**src/rtl/duck_pkg.sv**
```systemverilog
// Shared constants and types for the duck sprite arbiter; no logic, no latency.
// Defaults describe the sprite ROM layout and may be overridden at the top.
package duck_pkg;

  localparam int         SPR_W           = 68;
  localparam int         SPR_H           = 64;
  localparam int         NUM_FRAMES      = 2;
  localparam logic [3:0] TRANSPARENT_IDX = 4'd0;

  typedef struct packed {
    logic [9:0] x;
    logic [9:0] y;
  } duck_pos_t;

  // $clog2 that never yields a zero-width field
  function automatic int clog2_min1(input int v);
    return (v > 1) ? $clog2(v) : 1;
  endfunction

endpackage

```
**src/rtl/duck_sprite_arbiter_if.sv**
```systemverilog
// Pixel, duck-position and ROM signals between game/VGA side and the arbiter.
// Pure wiring; streaming, one pixel per cycle, no backpressure.
interface duck_sprite_arbiter_if
  import duck_pkg::*;
#(
  parameter int NUM_DUCKS = 4,
  parameter int ADDR_W    = 14,
  parameter int DUCK_W    = clog2_min1(NUM_DUCKS),
  parameter int FRAME_W   = clog2_min1(NUM_FRAMES)
);

  logic [9:0]             DrawX;
  logic [9:0]             DrawY;
  logic                   blank;
  logic                   frame_start;
  logic [NUM_DUCKS*10-1:0] duck_x;
  logic [NUM_DUCKS*10-1:0] duck_y;
  logic [NUM_DUCKS-1:0]   duck_en;
  logic [ADDR_W-1:0]      rom_address;
  logic [3:0]             rom_q;
  logic [3:0]             pix_index;
  logic                   pix_valid;
  logic [DUCK_W-1:0]      pix_duck;
  logic [FRAME_W-1:0]     anim_frame;

  modport master (
    output DrawX, DrawY, blank, frame_start, duck_x, duck_y, duck_en, rom_q,
    input  rom_address, pix_index, pix_valid, pix_duck, anim_frame
  );

  modport slave (
    input  DrawX, DrawY, blank, frame_start, duck_x, duck_y, duck_en, rom_q,
    output rom_address, pix_index, pix_valid, pix_duck, anim_frame
  );

endinterface

```
**src/rtl/duck_hit_test.sv**
```systemverilog
// Combinational bounding-box test of one duck against the current pixel.
// Zero latency; outputs are only meaningful while hit_o is high.
module duck_hit_test
  import duck_pkg::duck_pos_t;
#(
  parameter int SPR_W = 68,
  parameter int SPR_H = 64,
  parameter int RX_W  = 7,
  parameter int RY_W  = 6
) (
  input  logic [9:0]      draw_x_i,
  input  logic [9:0]      draw_y_i,
  input  duck_pos_t       pos_i,
  input  logic            en_i,
  output logic            hit_o,
  output logic [RX_W-1:0] rel_x_o,
  output logic [RY_W-1:0] rel_y_o
);

  logic [10:0] px, py, x_lo, y_lo, x_hi, y_hi;

  // 11-bit compares so a duck near the right/bottom edge cannot wrap its far bound
  assign px   = {1'b0, draw_x_i};
  assign py   = {1'b0, draw_y_i};
  assign x_lo = {1'b0, pos_i.x};
  assign y_lo = {1'b0, pos_i.y};
  assign x_hi = x_lo + 11'(SPR_W);
  assign y_hi = y_lo + 11'(SPR_H);

  assign hit_o = en_i && (px >= x_lo) && (px < x_hi) && (py >= y_lo) && (py < y_hi);

  assign rel_x_o = RX_W'(draw_x_i - pos_i.x);
  assign rel_y_o = RY_W'(draw_y_i - pos_i.y);

endmodule

```
**src/rtl/duck_sprite_arbiter.sv**
```systemverilog
// Picks the highest-priority duck under the pixel and fetches its sprite texel.
// Latency 2 cycles DrawX/DrawY -> pix_*; one pixel per cycle, never stalls.
module duck_sprite_arbiter #(
  parameter int NUM_DUCKS  = 4,
  parameter int SPR_W      = duck_pkg::SPR_W,
  parameter int SPR_H      = duck_pkg::SPR_H,
  parameter int NUM_FRAMES = duck_pkg::NUM_FRAMES,
  parameter int FRAME_DIV  = 8,
  parameter int ADDR_W     = 14
) (
  input logic                  vga_clk,
  input logic                  reset_n,
  duck_sprite_arbiter_if.slave bus
);

  import duck_pkg::duck_pos_t;
  import duck_pkg::TRANSPARENT_IDX;
  import duck_pkg::clog2_min1;

  localparam int DUCK_W      = clog2_min1(NUM_DUCKS);
  localparam int FRAME_W     = clog2_min1(NUM_FRAMES);
  localparam int DIV_W       = clog2_min1(FRAME_DIV);
  localparam int RX_W        = clog2_min1(SPR_W);
  localparam int RY_W        = clog2_min1(SPR_H);
  localparam int FRAME_WORDS = SPR_W * SPR_H;

  // Shadow copies of the game-side positions, refreshed only on frame_start
  duck_pos_t            pos_q [NUM_DUCKS];
  logic [NUM_DUCKS-1:0] en_q;

  logic [DIV_W-1:0]   div_cnt_q, div_cnt_d;
  logic [FRAME_W-1:0] anim_q, anim_d;

  always_ff @(posedge vga_clk or negedge reset_n) begin
    if (!reset_n) begin
      for (int i = 0; i < NUM_DUCKS; i++) pos_q[i] <= '0;
      en_q <= '0;
    end else if (bus.frame_start) begin
      for (int i = 0; i < NUM_DUCKS; i++) begin
        pos_q[i].x <= bus.duck_x[10*i +: 10];
        pos_q[i].y <= bus.duck_y[10*i +: 10];
      end
      en_q <= bus.duck_en;
    end
  end

  always_comb begin
    div_cnt_d = div_cnt_q;
    anim_d    = anim_q;
    if (bus.frame_start) begin
      if (div_cnt_q == DIV_W'(FRAME_DIV - 1)) begin
        div_cnt_d = '0;
        anim_d    = (anim_q == FRAME_W'(NUM_FRAMES - 1)) ? '0 : anim_q + FRAME_W'(1);
      end else begin
        div_cnt_d = div_cnt_q + DIV_W'(1);
      end
    end
  end

  always_ff @(posedge vga_clk or negedge reset_n) begin
    if (!reset_n) begin
      div_cnt_q <= '0;
      anim_q    <= '0;
    end else begin
      div_cnt_q <= div_cnt_d;
      anim_q    <= anim_d;
    end
  end

  logic [NUM_DUCKS-1:0] hit_vec;
  logic [RX_W-1:0]      rel_x [NUM_DUCKS];
  logic [RY_W-1:0]      rel_y [NUM_DUCKS];

  for (genvar g = 0; g < NUM_DUCKS; g++) begin : g_hit
    duck_hit_test #(
      .SPR_W (SPR_W),
      .SPR_H (SPR_H),
      .RX_W  (RX_W),
      .RY_W  (RY_W)
    ) u_hit (
      .draw_x_i (bus.DrawX),
      .draw_y_i (bus.DrawY),
      .pos_i    (pos_q[g]),
      .en_i     (en_q[g]),
      .hit_o    (hit_vec[g]),
      .rel_x_o  (rel_x[g]),
      .rel_y_o  (rel_y[g])
    );
  end

  logic              any_hit;
  logic [DUCK_W-1:0] win_id;
  logic [RX_W-1:0]   win_rx;
  logic [RY_W-1:0]   win_ry;
  logic [ADDR_W-1:0] rom_addr_d;

  // Walk from lowest priority upward so the lowest hitting index is left standing
  always_comb begin
    any_hit = 1'b0;
    win_id  = '0;
    win_rx  = '0;
    win_ry  = '0;
    for (int i = NUM_DUCKS - 1; i >= 0; i--) begin
      if (hit_vec[i]) begin
        any_hit = 1'b1;
        win_id  = DUCK_W'(i);
        win_rx  = rel_x[i];
        win_ry  = rel_y[i];
      end
    end
    rom_addr_d = '0;
    if (any_hit) begin
      rom_addr_d = ADDR_W'(32'(anim_q) * 32'(FRAME_WORDS) + 32'(win_ry) * 32'(SPR_W) + 32'(win_rx));
    end
  end

  logic [ADDR_W-1:0] rom_addr_q;
  logic              hit_d1_q, blank_d1_q, hit_d2_q, blank_d2_q;
  logic [DUCK_W-1:0] duck_d1_q, duck_d2_q;
  logic [3:0]        pix_index_q;
  logic              pix_valid_q;
  logic [DUCK_W-1:0] pix_duck_q;

  // d2 registers align hit/blank/duck with rom_q, which the ROM returns a cycle later
  always_ff @(posedge vga_clk or negedge reset_n) begin
    if (!reset_n) begin
      rom_addr_q  <= '0;
      hit_d1_q    <= 1'b0;
      blank_d1_q  <= 1'b0;
      duck_d1_q   <= '0;
      hit_d2_q    <= 1'b0;
      blank_d2_q  <= 1'b0;
      duck_d2_q   <= '0;
      pix_index_q <= '0;
      pix_valid_q <= 1'b0;
      pix_duck_q  <= '0;
    end else begin
      rom_addr_q  <= rom_addr_d;
      hit_d1_q    <= any_hit;
      blank_d1_q  <= bus.blank;
      duck_d1_q   <= win_id;
      hit_d2_q    <= hit_d1_q;
      blank_d2_q  <= blank_d1_q;
      duck_d2_q   <= duck_d1_q;
      pix_index_q <= bus.rom_q;
      pix_valid_q <= hit_d2_q && blank_d2_q && (bus.rom_q != TRANSPARENT_IDX);
      pix_duck_q  <= duck_d2_q;
    end
  end

  assign bus.rom_address = rom_addr_q;
  assign bus.pix_index   = pix_index_q;
  assign bus.pix_valid   = pix_valid_q;
  assign bus.pix_duck    = pix_duck_q;
  assign bus.anim_frame  = anim_q;

endmodule

```
**src/flat_wrapper.sv**
```systemverilog
// flat-port wrapper written by rule: the top's interface ports become plain ports
module duck_sprite_arbiter_flat import duck_pkg::duck_pos_t; import duck_pkg::TRANSPARENT_IDX; import duck_pkg::clog2_min1;
#(
  parameter int NUM_DUCKS  = 4,
  parameter int SPR_W      = duck_pkg::SPR_W,
  parameter int SPR_H      = duck_pkg::SPR_H,
  parameter int NUM_FRAMES = duck_pkg::NUM_FRAMES,
  parameter int FRAME_DIV  = 8,
  parameter int ADDR_W     = 14
)
  (vga_clk, reset_n, bus_DrawX, bus_DrawY, bus_blank, bus_frame_start, bus_duck_x, bus_duck_y, bus_duck_en, bus_rom_q, bus_rom_address, bus_pix_index, bus_pix_valid, bus_pix_duck, bus_anim_frame);
  duck_sprite_arbiter_if #(.NUM_DUCKS(NUM_DUCKS), .ADDR_W(ADDR_W)) bus_i ();
  input logic vga_clk;
  input logic reset_n;
  input wire logic [$bits(bus_i.DrawX)-1:0] bus_DrawX;
  input wire logic [$bits(bus_i.DrawY)-1:0] bus_DrawY;
  input wire logic [$bits(bus_i.blank)-1:0] bus_blank;
  input wire logic [$bits(bus_i.frame_start)-1:0] bus_frame_start;
  input wire logic [$bits(bus_i.duck_x)-1:0] bus_duck_x;
  input wire logic [$bits(bus_i.duck_y)-1:0] bus_duck_y;
  input wire logic [$bits(bus_i.duck_en)-1:0] bus_duck_en;
  input wire logic [$bits(bus_i.rom_q)-1:0] bus_rom_q;
  output wire logic [$bits(bus_i.rom_address)-1:0] bus_rom_address;
  output wire logic [$bits(bus_i.pix_index)-1:0] bus_pix_index;
  output wire logic [$bits(bus_i.pix_valid)-1:0] bus_pix_valid;
  output wire logic [$bits(bus_i.pix_duck)-1:0] bus_pix_duck;
  output wire logic [$bits(bus_i.anim_frame)-1:0] bus_anim_frame;
  assign bus_i.DrawX = bus_DrawX;
  assign bus_i.DrawY = bus_DrawY;
  assign bus_i.blank = bus_blank;
  assign bus_i.frame_start = bus_frame_start;
  assign bus_i.duck_x = bus_duck_x;
  assign bus_i.duck_y = bus_duck_y;
  assign bus_i.duck_en = bus_duck_en;
  assign bus_i.rom_q = bus_rom_q;
  assign bus_rom_address = bus_i.rom_address;
  assign bus_pix_index = bus_i.pix_index;
  assign bus_pix_valid = bus_i.pix_valid;
  assign bus_pix_duck = bus_i.pix_duck;
  assign bus_anim_frame = bus_i.anim_frame;
  duck_sprite_arbiter #(.NUM_DUCKS(NUM_DUCKS), .SPR_W(SPR_W), .SPR_H(SPR_H), .NUM_FRAMES(NUM_FRAMES), .FRAME_DIV(FRAME_DIV), .ADDR_W(ADDR_W)) u_core (.vga_clk(vga_clk), .reset_n(reset_n), .bus(bus_i));
endmodule
```
**config.mk**
```make
export PLATFORM = sky130hd
export DESIGN_NAME = duck_sprite_arbiter_flat
export DESIGN_NICKNAME = d
export VERILOG_FILES = /design/src/rtl/duck_pkg.sv /design/src/rtl/duck_sprite_arbiter_if.sv /design/src/rtl/duck_hit_test.sv /design/src/rtl/duck_sprite_arbiter.sv /design/src/flat_wrapper.sv
export SDC_FILE = /design/constraint.sdc
export NUM_CORES = 1
export LEC_CHECK = 0
export BUFFER_PORTS_ARGS = -buffer_cell sky130_fd_sc_hd__buf_2
export CORE_ASPECT_RATIO = 0.6
export CORE_MARGIN = 4
export CORE_UTILIZATION = 30
export CTS_BUF_LIST = sky130_fd_sc_hd__clkbuf_8
export DETAILED_ROUTE_END_ITERATION = 8
export GPL_ROUTABILITY_DRIVEN = 0
export HOLD_SLACK_MARGIN = 0.05
export PLACE_DENSITY = 0.52
export SYNTH_ARGS = -nofsm -noshare
export SYNTH_HDL_FRONTEND = slang
export SYNTH_SLANG_ARGS = --single-unit
```
**constraint.sdc**
```tcl
create_clock -name vga_clk -period 13.4 [get_ports vga_clk]
set_input_delay 2.01 -clock vga_clk [delete_from_list [all_inputs] [get_ports vga_clk]]
set_output_delay 2.01 -clock vga_clk [all_outputs]
set_load 0.1 [all_outputs]
```
==> flow_summary.toml, run 1 <==
[run_status]
status = "finished clean"

[synth]
ys_seq_elements = 117
mappedNetlistArea_sq_mm = 0.009448
synth_cell_types = 63
synth_edf_count = 0
synthFlopType = "dfrtp_1"
syn_nets = 1317
ys_seq_area_frac = 0.3099
yosys_warnings = 0
synthArstFlopShare = 1.000
syn_avg_cell_area_sq_um = 9.032
syn_inst = 1046

[die]
io_pins = 134
design.core.area_sq_mm = 0.03109
die-area_sq_mm = 0.03449
die_h_um = 145.5
initial_utilization = 0.3039
std_cell_rows = 50
die_w_um = 237.1

[layout]
ff_latch_area_sq_mm = 0.002928
syn2layout_area_growth_pct = 15.22
fin_area_sq_mm = 0.01089
fillCellCount = 3263
antennaDiodeCount = 0
multi_input_area_sq_mm = 0.005948
drive_gt1_frac = 0.1586
nets = 1443
mostFrequentLayoutCells = "149 x ha_1, 131 x buf_2, 124 x inv_1, 117 x dfrtp_1, 106 x o21ai_0"
postLayoutCoreUtil = 0.3501
layout_commonest_cell = "ha_1"

[global_route]
antenna_found_initial = 1
grt_pass1_wl_um = 44990
grt_max_degree = 88
grt_overflow = 0
globalRouteTotalUtil = 0.1671
grt_pass1_vias = 7899

[cts]
numCtsBuffers = 17
clockBufferDepth = 2
clock_latency_ns = 0.48
post_cts_buffers = 0
cts-root-buf = "clkbuf_8"
cts_tree = "built"
postCtsHoldBufs = 0
cts_sinks = 117
cts-resized-gates = 0
path_clk_slew_ns = 0.08
h-tree-depth = 4

[min_path]
holdPathEnd = "u_core.duck_d2_q[1]$_DFF_PN0_"
hp-class = "reg2reg"
holdPathStages = 0
hp-start = "u_core.duck_d1_q[1]$_DFF_PN0_"

[worst_setup_path]
worstSetupPathType = "in2reg"
worstPathMaxFanout = 26
crit_path_cell_trace = "buf_2 -> inv_1 -> ha_1 -> inv_1 -> fa_1 -> a21o_1 -> a21oi_1 -> a221o_1 -> a21oi_1 -> nand4_1 -> and2_1 -> a221oi_4 -> ha_1 -> ha_1 -> inv_1 -> fa_1 -> inv_1 -> ha_1 -> nand2_1 -> o21bai_1 -> nor3_1 -> o32a_1 -> a21oi_1 -> xor2_1"
critPathLaunchType = "primary input"
r2r-start = "u_core.pos_q[54]$_DFFE_PN0P_"
r2r_cells = 22
critical_path_buf_inv_count = 5
worstPathArrival_ns = 7.76
cp_slowest_cell = "nand4_1"
rrSetupSlack_ns = 6.67
cp.required_ns = 13.80
critPathMaxStageDelay_ns = 0.77
reg2reg_to = "u_core.bus.rom_address[11]$_DFF_PN0_"
path_delay_family = "compound AO/OA/AOI/OAI gates"
crit_path_end_kind = "flip-flop"

[drt]
drt-pass1-iter-count = 5
post_drt_wl_per_cell_um = 17.90
dr.first_iter.drc_count = 586
vias_per_cell = 5.026
via_count = 8046
drt_wl_total_um = 28660
antenna_left = 0
drc = 0

[pwr]
powerDensity_mw_per_mm2 = 108.0
ir_worst_vdd_uv = 54.68
leakagePower_nw = 5.301

[timing]
final.setup_skew_ns = 0.01256
relSlewSlack = 0.05895
rsz0062_at_grt = "false"
tns_ns = 0
layout_min_cycle_time_ns = 7.362
hold_violations = 0
worst_pin_slew_ns = 1.376
finalSetupViolCount = 0
fmax_mhz = 135.8
timing.final.crit_share = 0.5494
drv_slew = 0
whs_ns = 0.3363

[placed_design]
hpwl_um = 22850
port_buffers = 133
placedInstanceArea_sq_mm = 0.01054

[job]
maxCapViolations = 0
## layout make-up
| type | count | area share |
|---|---|---|
| inverter | 120 | 0.04138 |
| multi-input combinational | 780 | 0.5464 |
| clock inverter | 14 | 0.008966 |
| sequential | 117 | 0.2690 |
| timing repair buffer | 136 | 0.06368 |
| tap | 416 | 0.04782 |
| clock buffer | 18 | 0.02276 |
## synthesized netlist by cell type (all sizes together) (6+ instances only)
library cell,count,area (sq um)
a211oi,11,82.58
a21o,24,180.2
a21oi,54,270.3
a31oi,8,50.05
and3,6,37.54
buf,7,38.79
clkbuf,22,82.58
dfrtp,117,2928
fa,10,200.2
ha,149,1864
inv,120,450.4
mux2,18,206.4
mux2i,6,60.06
nand2,99,371.6
nand2b,9,56.30
nand3,29,145.1
nand4,12,75.07
nor2,28,105.1
nor2b,12,75.07
nor3,13,70.07
o211ai,12,90.09
o21a,15,112.6
o21ai,107,535.5
o21bai,7,52.55
o221ai,10,87.58
xnor2,56,490.5
xor2,17,148.9
## power breakdown
group / internal, W / leakage [nW] / switching, W / total, W
clock: 0.000146 / 0.189 / 0.000150 / 0.000295
sequential: 0.000390 / 1.45 / 0.0000261 / 0.000417
combinational: 0.000172 / 3.66 / 0.000292 / 0.000463
## worst register-to-register path: cells and delay by family (launching register included)
| family | cells | cell delay [ns] |
|---|---|---|
| AO/OA/AOI/OAI | 6 | 2.34 |
| buffers and inverters | 3 | 0.19 |
| XOR/XNOR | 2 | 0.31 |
| flip-flops | 1 | 0.40 |
| adder cells (fa/ha/maj) | 5 | 1.37 |
| AND/OR/NAND/NOR | 6 | 2.02 |
## cells by family after synthesis
family                     Yosys count  share of synthesized area
AOI/OAI and AO/OA                  293                     0.1979
DFF                                117                     0.3099
xor gates and xnor gates            73                    0.06767
and+or+nand+nor                    231                     0.1173
adders and majority gates          159                     0.2185
muxes                               24                    0.02821
buffers and inverters              149                    0.06052
## flip-flops by register name (all words and copies together), names as in the netlist
name                    count
u_core.duck_d1_q            2
u_core.hit_d2_q             1
u_core.en_q                 4
u_core.blank_d1_q           1
u_core.bus.pix_index        4
u_core.div_cnt_q            3
u_core.pos_q               80
u_core.hit_d1_q             1
u_core.bus.pix_valid        1
u_core.blank_d2_q           1
u_core.bus.pix_duck         2
u_core.bus.anim_frame       1
u_core.bus.rom_address     14
u_core.duck_d2_q            2
## per-layer routing
layer / global-route usage / wire length [um] / vias to the layer above
li1: - / - / 3967
met1: 0.2664 / 15450 / 3835
met5: 0 / 13 / -
met3: 0.04223 / 1900 / 18
met4: 0.03500 / 272 / 2
met2: 0.2229 / 11020 / 224
## worst max-delay path by stage
stage                 startpoint                                    to  slack (ns)  depth (start not counted)
floorplan           bus_DrawY[0]  u_core.bus.rom_address[11]$_DFF_PN0_        6.60                         27
global placement    bus_DrawY[0]  u_core.bus.rom_address[11]$_DFF_PN0_        5.70                         24
detailed placement  bus_DrawY[0]  u_core.bus.rom_address[11]$_DFF_PN0_        5.59                         24
CTS                 bus_DrawY[0]  u_core.bus.rom_address[11]$_DFF_PN0_        6.09                         24
global route        bus_DrawX[2]  u_core.bus.rom_address[11]$_DFF_PN0_        5.53                         21
finish              bus_DrawY[0]  u_core.bus.rom_address[11]$_DFF_PN0_        6.04                         24
## per-stage QoR
stage | setup slack [ns] | std cells | total power, W
detailed placement | 5.586 | 1569 | 0.0008797
floorplan | 6.597 | 1046 | 0.0007423
CTS | 6.093 | 1601 | 0.001186
global placement | 5.700 | 1569 | 0.0008773
finish | 6.038 | 1601 | 0.001175
global route | 5.529 | 1601 | 0.001261
(Power assumes the default switching activity.)
==> inputs of run 2 (changes only) <==
==> constraint.sdc (replaced) <==
create_clock -name vga_clk -period 6.8 [get_ports vga_clk]
set_input_delay 1.02 -clock vga_clk [delete_from_list [all_inputs] [get_ports vga_clk]]
set_output_delay 1.02 -clock vga_clk [all_outputs]
set_load 0.1 [all_outputs]
==> flow_summary.toml, run 2 (synthesized netlist as in run 1, its figures left out) <==
[min_path]
hp-start = "u_core.duck_d2_q[0]$_DFF_PN0_"
hp-class = "reg2reg"
holdPathStages = 0
holdPathEnd = "u_core.bus.pix_duck[0]$_DFF_PN0_"

[global_route]
grt_overflow = 0
globalRouteTotalUtil = 0.1676
grt_max_degree = 93
grt_pass1_wl_um = 45150
antenna_found_initial = 1
grt_pass1_vias = 7854

[worst_setup_path]
critPathMaxStageDelay_ns = 0.50
critPathLaunchType = "flip-flop"
cp_slowest_cell = "a221oi_4"
cp.required_ns = 7.22
reg2reg_to = "u_core.bus.rom_address[11]$_DFF_PN0_"
cpMostUsedCell = "ha_1"
r2r_cells = 24
rrSetupSlack_ns = 0.69
worstPathArrival_ns = 6.53
worstSetupPathType = "reg2reg"
crit_path_cell_trace = "nand3_1 -> o21a_1 -> nor3_1 -> xnor2_1 -> ha_1 -> a21oi_1 -> a41oi_1 -> a2111oi_0 -> o21ai_1 -> or3_1 -> and2_1 -> a221oi_4 -> ha_1 -> ha_1 -> inv_1 -> fa_1 -> inv_1 -> ha_1 -> nand2_1 -> o21bai_1 -> nor3_1 -> o32a_1 -> a21oi_1 -> xor2_1"
r2r-start = "u_core.pos_q[74]$_DFFE_PN0P_"
crit_path_end_kind = "flip-flop"
worstPathMaxFanout = 8

[pwr]
clkPwrFrac = 0.282
pwr-share-comb = 0.377
p_seq_frac = 0.340
leakagePower_nw = 5.345
p_switching_w = 0.0009369
powerDensity_mw_per_mm2 = 219.8
internal_power_w = 0.001477
ir_worst_vdd_uv = 106.0
swShare = 0.3882

[die]
io_pins = 134
die_w_um = 237.1
die_h_um = 145.5
design.core.area_sq_mm = 0.03109
initial_utilization = 0.3039
die-area_sq_mm = 0.03449
std_cell_rows = 50

[timing]
relSlewSlack = 0.2509
finalSetupViolCount = 0
hold_violations = 0
drv_slew = 0
tns_ns = 0
final.setup_skew_ns = 0.01315
layout_min_cycle_time_ns = 6.108
timing.final.crit_share = 0.8982
rsz0062_at_grt = "false"
fmax_mhz = 163.7
worst_pin_slew_ns = 1.095

[cts]
numCtsBuffers = 17
post_cts_buffers = 0
postCtsHoldBufs = 0
cts-resized-gates = 0
cts-root-buf = "clkbuf_8"
clockBufferDepth = 2
clock_latency_ns = 0.49
cts_tree = "built"
cts_sinks = 117
path_clk_slew_ns = 0.07
h-tree-depth = 4

[layout]
postLayoutCoreUtil = 0.3531
fillCellCount = 3244
nets = 1447
multi_input_area_sq_mm = 0.005948
syn2layout_area_growth_pct = 16.21
top_register = "u_core.pos_q"
antennaDiodeCount = 0
largest_reg_flops = 80
ff_latch_area_sq_mm = 0.002928
mostFrequentLayoutCells = "149 x ha_1, 131 x buf_2, 121 x inv_1, 117 x dfrtp_1, 106 x o21ai_0"
drive_gt1_frac = 0.1640
layout_commonest_cell = "ha_1"

[drt]
vias_per_cell = 4.974
antenna_left = 0
drc = 0
post_drt_wl_per_cell_um = 17.90
drt-pass1-iter-count = 5
dr.first_iter.drc_count = 611
via_count = 7984
drt_wl_total_um = 28730

[placed_design]
port_buffers = 133
hpwl_um = 23080

[run_status]
status = "finished clean"

[job]
maxCapViolations = 0
-- run 2: power groups by stage --
stage	combinational [W]	clock, W	sequential [W]
after floorplan	0.000544	0	0.000918
after global placement	0.000898	0	0.000835
after detailed placement	0.000902	0	0.000834
after CTS	0.000909	0.000705	0.000822
after global routing	0.00102	0.000736	0.000831
final	0.000910	0.000681	0.000822
-- run 2: worst max-delay path by stage --
stage / cells past startpoint / to / from / slack, ns
after floorplan: 27 / u_core.bus.rom_address[11]$_DFF_PN0_ / bus_DrawY[0] / 0.99
after global placement: 24 / u_core.bus.rom_address[11]$_DFF_PN0_ / bus_DrawX[0] / 0.64
after detailed placement: 26 / u_core.bus.rom_address[11]$_DFF_PN0_ / bus_DrawY[0] / 0.50
after CTS: 26 / u_core.bus.rom_address[11]$_DFF_PN0_ / u_core.pos_q[12]$_DFFE_PN0P_ / 0.74
after global routing: 26 / u_core.bus.rom_address[11]$_DFF_PN0_ / u_core.pos_q[12]$_DFFE_PN0P_ / 0.14
final: 24 / u_core.bus.rom_address[11]$_DFF_PN0_ / u_core.pos_q[74]$_DFFE_PN0P_ / 0.69
-- run 2: cell type report --
| type | instances | share of cell area |
|---|---|---|
| Clock buffer | 18 | 0.02256 |
| Sequential cell | 117 | 0.2667 |
| Timing Repair Buffer | 140 | 0.06587 |
| Multi-Input combinational cell | 780 | 0.5418 |
| Clock inverter | 14 | 0.01470 |
| Inverter | 120 | 0.04103 |
| Tap cell | 416 | 0.04741 |
-- run 2: through the flow --
step                setup slack (ns)  cells  instance area, sq um  total power [W]  hold WS (ns)
floorplan                     0.9868   1046                  9448         0.001463        0.3312
global placement              0.6428   1573                 10570         0.001733        0.3372
detailed placement            0.4999   1573                 10570         0.001737        0.3347
CTS                           0.7404   1605                 10980         0.002436        0.3482
global route                  0.1420   1605                 10980         0.002583        0.3596
finish                        0.6921   1605                 10980         0.002413        0.3497
-- run 2: critical path: cells and delay by family (launching register included) --
family                     cells  cell delay [ns]
AOI/OAI and AO/OA              9             2.50
xor gates and xnor gates       2             0.30
adders and majority gates      5             1.46
buffers and inverters          2             0.09
DFF                            1             0.45
and+or+nand+nor                6             1.24
-- run 2: layer usage --
layer	wire, um	GRT usage	part of all wire
met5	13	0	0.00045
met1	15670	0.2690	0.55
met2	10940	0.2182	0.38
met4	241	0.03266	0.0084
met3	1873	0.04811	0.065
==> inputs of run 3 (changes only) <==
--- a/config.mk
+++ b/config.mk
@@ -13,7 +13,6 @@
 export DETAILED_ROUTE_END_ITERATION = 8
 export GPL_ROUTABILITY_DRIVEN = 0
 export HOLD_SLACK_MARGIN = 0.05
-export PLACE_DENSITY = 0.52
 export SYNTH_ARGS = -nofsm -noshare
 export SYNTH_HDL_FRONTEND = slang
 export SYNTH_SLANG_ARGS = --single-unit
==> flow_summary.toml, run 3 (synthesized netlist as in run 1, its figures left out) <==
[die]
design.core.area_sq_mm = 0.03109
initial_utilization = 0.3039
io_pins = 134
die_w_um = 237.1
die-area_sq_mm = 0.03449
std_cell_rows = 50
die_h_um = 145.5

[worst_setup_path]
cp.required_ns = 7.20
r2r_cells = 26
r2r-start = "u_core.pos_q[12]$_DFFE_PN0P_"
critPathLaunchType = "flip-flop"
worstPathMaxFanout = 10
rrSetupSlack_ns = 0.71
crit_path_end_kind = "flip-flop"
worstSetupPathType = "reg2reg"
worstPathArrival_ns = 6.49
reg2reg_to = "u_core.bus.rom_address[11]$_DFF_PN0_"
startpoint = "u_core.pos_q[12]$_DFFE_PN0P_"

[cts]
cts_tree = "built"
cts-root-buf = "clkbuf_8"
post_cts_buffers = 0
h-tree-depth = 4
numCtsBuffers = 17
clock_latency_ns = 0.49
path_clk_slew_ns = 0.08
cts_sinks = 117
clockBufferDepth = 2

[layout]
postLayoutCoreUtil = 0.3539
nets = 1446
mostFrequentLayoutCells = "149 x ha_1, 131 x buf_2, 122 x inv_1, 117 x dfrtp_1, 106 x o21ai_0"
largest_reg_flops = 80
top_register = "u_core.pos_q"
drive_gt1_frac = 0.1619
multi_input_area_sq_mm = 0.005953
layout_commonest_cell = "ha_1"
fillCellCount = 3214
antennaDiodeCount = 0
syn2layout_area_growth_pct = 16.46
ff_latch_area_sq_mm = 0.002928

[drt]
drc = 0
via_count = 8128
drt_wl_total_um = 29050
post_drt_wl_per_cell_um = 18.13
vias_per_cell = 5.074
antenna_left = 0
drt-pass1-iter-count = 7
dr.first_iter.drc_count = 701

[placed_design]
hpwl_um = 23250
port_buffers = 133

[global_route]
globalRouteTotalUtil = 0.1681
gr-usage-met1 = 0.2673
grt_pass1_wl_um = 45130
grt.busiest_layer = "met1"
grt_util_met3 = 0.05606
grtUsageMet2 = 0.2153
grt_overflow = 0
antenna_found_initial = 1
grt_pass1_vias = 7894
grt_max_degree = 97

[timing]
timing.final.crit_share = 0.8956
hold_violations = 0
tns_ns = 0
layout_min_cycle_time_ns = 6.090
final.setup_skew_ns = 0.01446
finalSetupViolCount = 0
rsz0062_at_grt = "false"
worst_pin_slew_ns = 0.8957
fmax_mhz = 164.2
drv_slew = 0
relSlewSlack = 0.4029

[pwr]
leakagePower_nw = 5.352
powerDensity_mw_per_mm2 = 225.5
ir_worst_vdd_uv = 132.7

[job]
maxCapViolations = 0

[min_path]
holdPathStages = 0
holdPathEnd = "u_core.duck_d2_q[0]$_DFF_PN0_"
hp-start = "u_core.duck_d1_q[0]$_DFF_PN0_"
hp-class = "reg2reg"

[run_status]
status = "finished clean"
run 3: cell count changes in the layout (fill, tap and decap cells not counted):
cell / delta
clkinv_2: -2
buf_4: -1
bufinv_16: +2
clkinv_4: -4
inv_1: +1
clkinvlp_4: +1
or3_4: +1
or3_1: -1
run 3: worst max path at each step:
stage	endpoint	slack, ns	cells past startpoint
6_report	u_core.bus.rom_address[11]$_DFF_PN0_	0.71	26
5_1_grt	u_core.bus.rom_address[11]$_DFF_PN0_	0.24	26
4_1_cts	u_core.bus.rom_address[11]$_DFF_PN0_	0.69	24
3_5_place_dp	u_core.bus.rom_address[11]$_DFF_PN0_	0.35	21
3_3_place_gp	u_core.bus.rom_address[11]$_DFF_PN0_	0.39	21
2_1_floorplan	u_core.bus.rom_address[11]$_DFF_PN0_	0.99	27
run 3: per-stage QoR:
step           setup slack, ns  hold WS [ns]  cells  total power [W]  cell area (sq um)
2_1_floorplan           0.9868        0.3312   1046         0.001463               9448
3_3_place_gp            0.3860        0.3325   1572         0.001729              10560
3_5_place_dp            0.3522        0.3411   1572         0.001742              10560
4_1_cts                 0.6893        0.3450   1602         0.002494              11000
5_1_grt                 0.2369        0.3457   1602         0.002649              11000
6_report                0.7097        0.3469   1602         0.002481              11000
run 3: what timing repair did:
action	4_1_cts	5_1_grt
hold buffers	0	0
resized for setup	0	1
setup endpoints to repair	0	1
run 3: power by group:
group          switching (W)  internal, W  total (W)  leakage (nW)
Clock               0.000297     0.000436   0.000733         0.223
Combinational       0.000584     0.000342   0.000926          3.68
Sequential         0.0000526     0.000770   0.000822          1.45
Total               0.000933      0.00155    0.00248          5.35
run 3: worst max-delay path, cell delays in order, from the launching register on:
cell and delay (ns):
dfrtp_1 0.42, ha_1 0.27, a31oi_1 0.32, nor2_1 0.09
xnor2_1 0.18, ha_1 0.26, a21o_1 0.16, a21oi_1 0.18
o2bb2ai_1 0.09, nor4_1 0.52, nand3b_1 0.21, nand2b_1 0.37
o221ai_1 0.25, o21ai_0 0.12, mux2i_1 0.25, ha_1 0.21
ha_1 0.15, inv_1 0.05, fa_1 0.47, inv_1 0.05
ha_1 0.32, nand2_1 0.07, o21bai_1 0.27, nor3_1 0.08
o32a_1 0.33, a21oi_1 0.17, xor2_1 0.16
run 3: area by class of cell:
type,count,area share
clock buffer,18,0.02252
multi-input combinational,780,0.5410
tap,416,0.04730
clock inverter,12,0.01706
timing repair buffer,139,0.06504
sequential,117,0.2661
inverter,120,0.04094
run 3: layer usage:
layer  wire length (um)  vias to the layer above
met4                318                        2
li1                   -                     3970
met1              15370                     3880
met3               2442                       26
met2              10900                      250
met5                  8                        -
